`src/rtl/fetch_unit.sv`:
```
// Instruction fetch unit: issues sequential single-word reads to memory,
// buffers returned words with their PC in a 2-entry FIFO, and hands them
// to the decoder over a valid/ready handshake. A branch redirects the PC,
// flushes the buffer and discards any read still in flight.
module fetch_unit #(
  parameter logic [11:0] RESET_PC  = 12'h000,
  parameter logic [3:0]  RESET_SEG = 4'h0
) (
  input  logic        clk,
  input  logic        rst_n,
  output logic [11:0] mem_addr,
  output logic [3:0]  mem_plus,
  output logic        mem_enable,
  output logic        mem_r_wb,
  input  logic [15:0] mem_data,
  input  logic        halt,
  input  logic        branch_valid,
  input  logic [11:0] branch_addr,
  input  logic [3:0]  branch_seg,
  output logic [15:0] instr_out,
  output logic [11:0] instr_pc,
  output logic        instr_valid,
  input  logic        instr_ready
);

  typedef enum logic {
    ST_IDLE = 1'b0,
    ST_RUN  = 1'b1
  } state_t;

  state_t      r_state;
  logic [11:0] r_pc;
  logic [3:0]  r_seg;
  logic [11:0] r_tag;
  logic        r_inflight;
  logic [15:0] r_fifo_instr [2];
  logic [11:0] r_fifo_pc    [2];
  logic        r_rd_ptr;
  logic [1:0]  r_count;

  logic        w_valid;
  logic        w_pop;
  logic [2:0]  w_occupancy;
  logic        w_issue;
  logic        w_capture;
  logic        w_wr_ptr;

  // Handshake, issue and capture decisions for the current cycle.
  always_comb begin
    w_valid     = (r_count != 2'd0);
    w_pop       = w_valid & instr_ready;
    // Slots that will be committed after this edge: buffered minus the one
    // leaving now, plus the word already on its way back from memory.
    w_occupancy = {1'b0, r_count} - {2'b00, w_pop} + {2'b00, r_inflight};
    if ((r_state == ST_RUN) && !halt && !branch_valid && (w_occupancy < 3'd2)) begin
      w_issue = 1'b1;
    end else begin
      w_issue = 1'b0;
    end
    // A branch in the same cycle kills the returning word.
    w_capture   = r_inflight & ~branch_valid;
    // Tail slot: head when empty or full, the other slot when one is held.
    w_wr_ptr    = r_rd_ptr ^ r_count[0];
  end

  // Output drive: memory request and the buffer head (zero when empty).
  always_comb begin
    mem_addr    = r_pc;
    mem_plus    = r_seg;
    mem_enable  = w_issue;
    mem_r_wb    = 1'b1;
    instr_valid = w_valid;
    if (w_valid) begin
      instr_out = r_fifo_instr[r_rd_ptr];
      instr_pc  = r_fifo_pc[r_rd_ptr];
    end else begin
      instr_out = 16'h0000;
      instr_pc  = 12'h000;
    end
  end

  // Control FSM: one idle cycle after reset release, then run until reset.
  always_ff @(posedge clk or negedge rst_n) begin
    if (!rst_n) begin
      r_state <= ST_IDLE;
    end else begin
      case (r_state)
        ST_IDLE: r_state <= ST_RUN;
        ST_RUN:  r_state <= ST_RUN;
        default: r_state <= ST_IDLE;
      endcase
    end
  end

  // PC and segment: redirect on branch, otherwise advance on each issue.
  always_ff @(posedge clk or negedge rst_n) begin
    if (!rst_n) begin
      r_pc  <= RESET_PC;
      r_seg <= RESET_SEG;
      r_tag <= 12'h000;
    end else if (branch_valid) begin
      r_pc  <= branch_addr;
      r_seg <= branch_seg;
    end else if (w_issue) begin
      r_tag <= r_pc;
      r_pc  <= r_pc + 12'd1;   // 12-bit wrap keeps the segment unchanged
    end
  end

  // In-flight flag: set by an issue, cleared when its data returns or a branch discards it.
  always_ff @(posedge clk or negedge rst_n) begin
    if (!rst_n) begin
      r_inflight <= 1'b0;
    end else if (branch_valid) begin
      r_inflight <= 1'b0;
    end else begin
      r_inflight <= w_issue;
    end
  end

  // Instruction FIFO storage: capture the returning word with its PC tag.
  always_ff @(posedge clk or negedge rst_n) begin
    if (!rst_n) begin
      for (int i = 0; i < 2; i++) begin
        r_fifo_instr[i] <= 16'h0000;
        r_fifo_pc[i]    <= 12'h000;
      end
    end else if (w_capture) begin
      r_fifo_instr[w_wr_ptr] <= mem_data;
      r_fifo_pc[w_wr_ptr]    <= r_tag;
    end
  end

  // FIFO pointers: pop/push bookkeeping, flushed after any coincident pop on branch.
  always_ff @(posedge clk or negedge rst_n) begin
    if (!rst_n) begin
      r_rd_ptr <= 1'b0;
      r_count  <= 2'd0;
    end else if (branch_valid) begin
      r_rd_ptr <= 1'b0;
      r_count  <= 2'd0;
    end else begin
      r_count <= r_count + {1'b0, w_capture} - {1'b0, w_pop};
      if (w_pop) begin
        r_rd_ptr <= ~r_rd_ptr;
      end
    end
  end

endmodule

```
`config.mk`:
```
export PLATFORM = sky130hd
export DESIGN_NAME = fetch_unit
export DESIGN_NICKNAME = d
export VERILOG_FILES = /design/src/rtl/fetch_unit.sv
export SDC_FILE = /design/constraint.sdc
export NUM_CORES = 1
export LEC_CHECK = 0
export ABC_AREA = 0
export ABC_CLOCK_PERIOD_IN_PS = 3300
export CAP_MARGIN = 20
export CORE_ASPECT_RATIO = 1.5
export CORE_UTILIZATION = 52
export DETAILED_ROUTE_END_ITERATION = 8
export PLACE_DENSITY = 0.77
export SYNTH_ARGS = -nofsm -noshare
export SYNTH_HDL_FRONTEND = slang
export SYNTH_SLANG_ARGS = --single-unit
export TNS_END_PERCENT = 100
```
`constraint.sdc`:
```
create_clock -name clk -period 3.3 [get_ports clk]
set_input_delay 0.495 -clock clk [delete_from_list [all_inputs] [get_ports clk]]
set_output_delay 0.495 -clock clk [all_outputs]
set_load 0.1 [all_outputs]
```
==> results.cfg <==
[routing]
route.detailed.drc = 0
viasPerCell = 5.38
wl_met3_um = 334
wl_met1_um = 3660
via_count = 2913
drtIter0Drc = 162
wire_per_inst_um = 15.5
first_pass_iters = 4
top_layer_used = met4
detail_route.wirelength_um = 8380
met2WireLength_um = 4240
final_antenna_net_count = 0

[finish]
final_util_pct = 69.1
fin_nets = 475
register_area_mm2 = 0.00223
multi_input_comb_area_mm2 = 0.00183
num-fill-cells = 556
antenna_cells_inserted = 0
post_route_cells_drive_above_1_share_pct = 30.8
area.growth.synth_to_final_pct = 26.8
fin_cells = 541

[clock_tree]
cts_inserted_buffers = 9
clkTransAtPathRegs_ps = 60
cts_tree = done
cts_resized = 0
clock-sinks = 89
post_cts_hold_buffer_count = 0
clk_path_buf_depth = 2
post_cts_setup_buffers = 0
clock_tree.htree_level_count = 3
clk_latency_ps = 330
cts_root_buf = sky130_fd_sc_hd__clkbuf_16

[floorplan]
chipHeight_um = 112
fp.dieW_um = 75.6
core-area_mm2 = 0.00776
design.portCount = 84
floorplan.initialDensity_pct = 54.4
die_area_mm2 = 0.00850
placementRows = 39

[timing]
post-route-period-util_pct = 94.5
period_needed_ps = 3120
hold_violation_count_in_the_final_report = 0
fmax_mhz = 321
grt_setup_unrepaired = false
tightestPinTransition_ps = 973
clock_skew_ps = 5.54
timing.final.max_slew_violations = 0
setup_viol = 0
slew_headroom_pct = 34.9
totalNegativeSetupSlack_ps = 0

[worst_setup_path]
worst-endpoint-arrival_ps = 2620
worst-setup-path-type = in2out
worstPathMaxFanout = 2
critPathCaptureType = output port
worstSetupStartpointType = primary input
worst-endpoint-required_ps = 2800
regToRegStartpoint = r_count[1]
startpoint = instr_ready

[status]
result_of_the_run = finished, final reports clean

[power_and_ir_drop]
clkPwrFrac_pct = 21.3
share_seq_of_total_power_pct = 36.5
p_sw_uw = 2010
power.share.combinational_pct = 42.2
power_density_mw_per_mm2 = 897
power.leakage_uw = 0.00248
internal-power_uw = 2790
peakVddDrop_v = 0.000395
sw_frac_of_total_pct = 41.9

[yosys]
synth_area_per_cell_um2 = 12.1
yosys_register_bits = 89
yosys.cell_types.count = 48
synth_enable_flop_cells = 0
synth_area_leader_cell = sky130_fd_sc_hd__dfrtp_1
synth.cells.most_frequent = sky130_fd_sc_hd__dfrtp_1 (89), sky130_fd_sc_hd__nand2_1 (40), sky130_fd_sc_hd__mux2_2 (39), sky130_fd_sc_hd__nor2_1 (34), sky130_fd_sc_hd__mux2i_1 (28)
synth-async-reset-ratio_pct = 100
synth_flop_cell = sky130_fd_sc_hd__dfrtp_1
ys_warnings = 0
ys_top_cells_by_area = sky130_fd_sc_hd__dfrtp_1 (53%), sky130_fd_sc_hd__mux2_2 (10%), sky130_fd_sc_hd__mux2_4 (7.1%), sky130_fd_sc_hd__mux2i_1 (6.6%), sky130_fd_sc_hd__nand2_1 (3.6%)
synth.cell_area_mm2 = 0.00422
proportion_of_netlist_area_held_by_the_largest_area_contributor_pct = 52.7
most_common_cell_in_the_synthesized_netlist = sky130_fd_sc_hd__dfrtp_1
synthCells = 348
synth.yosys.seq_area_share_pct = 52.7

[place]
port_buffers = 82
routabilityCongestion = 0.820
dpl.cell_count = 525
placed_wire_length_estimate_um = 5520

[grt]
first_pass_grt_wire_length_um = 14000
groute.usage.overall_pct = 21.8
pin_count_of_the_biggest_net_entering_global_routing = 73
antenna_violations_before_repair = 0
first_global_vias = 2883
gr-total-overflow = 0

[flow_run]
count_of_max_cap_constraint_violations = 0

[hold_path]
hold_class = in2async
## path summary, 6_finish.rpt
check	cells past startpoint	end	slack, ps
worst max register to register	10	mem_addr[5]	590
worst min-delay path	1	r_fifo_instr[28]	280
max in group asynchronous	2	mem_addr[2]	2300
worst min register to register	1	r_fifo_instr[17]	490
min in group clk	1	r_fifo_instr[17]	490
worst max-delay path	9	mem_enable	180
## cell type report
cell class | count | area share (%)
clock buffer | 10 | 4.46
clock inverter | 6 | 1.26
inverter | 10 | 0.701
multi-input combinational | 231 | 34.2
sequential | 89 | 41.6
tap | 102 | 2.38
timing repair buffer | 93 | 15.4
## placed cells by master, fill, tap and decap left out, types with 2 or more instances in the layout
master                            Yosys  layout
sky130_fd_sc_hd__mux2i_1             28      28
sky130_fd_sc_hd__a21oi_1              4       4
sky130_fd_sc_hd__dfrtp_1             89      88
sky130_fd_sc_hd__and3_1               3       2
sky130_fd_sc_hd__clkinv_4             0       2
sky130_fd_sc_hd__xor2_1               3       3
sky130_fd_sc_hd__or4_1                2       2
sky130_fd_sc_hd__nand3_1              4       4
sky130_fd_sc_hd__a22oi_1              3       3
sky130_fd_sc_hd__clkinvlp_4           0       2
sky130_fd_sc_hd__conb_1               1       2
sky130_fd_sc_hd__nand2_1             40      40
sky130_fd_sc_hd__nor2_1              34      33
sky130_fd_sc_hd__mux2_2              39      39
sky130_fd_sc_hd__o211ai_1             2       2
sky130_fd_sc_hd__a221o_1              3       3
sky130_fd_sc_hd__nor2b_1              2       2
sky130_fd_sc_hd__clkbuf_16            0       9
sky130_fd_sc_hd__inv_1               10      10
sky130_fd_sc_hd__xnor2_1              3       3
sky130_fd_sc_hd__clkdlybuf4s50_1      0      41
sky130_fd_sc_hd__buf_4                4      50
sky130_fd_sc_hd__mux2_4              20      20
sky130_fd_sc_hd__ha_1                 3       3
sky130_fd_sc_hd__nand4_1              2       2
sky130_fd_sc_hd__o21ai_0             12      12
sky130_fd_sc_hd__buf_12               2       2
## layer usage
| metal | global-route usage [%] | vias to the layer above |
|---|---|---|
| met5 | 0 | - |
| li1 | - | 1384 |
| met4 | 9.26 | 0 |
| met3 | 4.13 | 12 |
| met2 | 35.0 | 73 |
| met1 | 28.5 | 1444 |
## worst max-delay path: stages
cell	delay, ps
sky130_fd_sc_hd__clkdlybuf4s50_1	480
sky130_fd_sc_hd__o21ai_0	110
sky130_fd_sc_hd__nor2_1	180
sky130_fd_sc_hd__o21ai_0	150
sky130_fd_sc_hd__fa_1	520
sky130_fd_sc_hd__and4bb_2	250
sky130_fd_sc_hd__nand2_2	60
sky130_fd_sc_hd__inv_1	180
sky130_fd_sc_hd__buf_12	210
## per-stage QoR
| stage | cell area, µm² | setup slack (ps) | hold WS, ps | power, µW |
|---|---|---|---|---|
| 3_3_place_gp | 5050 | 182 | 468 | 3750 |
| 2_1_floorplan | 4230 | 306 | 199 | 3330 |
| 5_1_grt | 5360 | 73.6 | 353 | 5060 |
| 4_1_cts | 5360 | 145 | 323 | 4850 |
| 6_report | 5360 | 180 | 285 | 4800 |
| 3_5_place_dp | 5050 | 161 | 483 | 3810 |
## cells by family after synthesis
kind of cell,count (synthesis),synth area share [%]
and+or+nand+nor,99,10.8
DFF,89,52.7
muxes,88,24.4
AOI/OAI and AO/OA,31,4.92
buffers and inverters,29,4.09
xor gates and xnor gates,7,1.63
adders and majority gates,4,1.36
other,1,0.0888
## registers in the layout (all words and copies together), names as in the netlist
signal and flops:
r_rd_ptr 1, mem_plus 4, r_inflight 1, r_fifo_instr 32, mem_addr 12, r_fifo_pc 24
r_tag 12, r_count 2, r_state 1
## power by group through the flow
stage,clock network (µW),registers [µW],logic [µW]
after CTS,1050,1750,2050
after global routing,1100,1810,2160
after global placement,0,1740,2000
final,1020,1750,2030
after floorplan,0,1870,1460
after detailed placement,0,1770,2030
No activity file was read; power rests on OpenSTA's default activity.
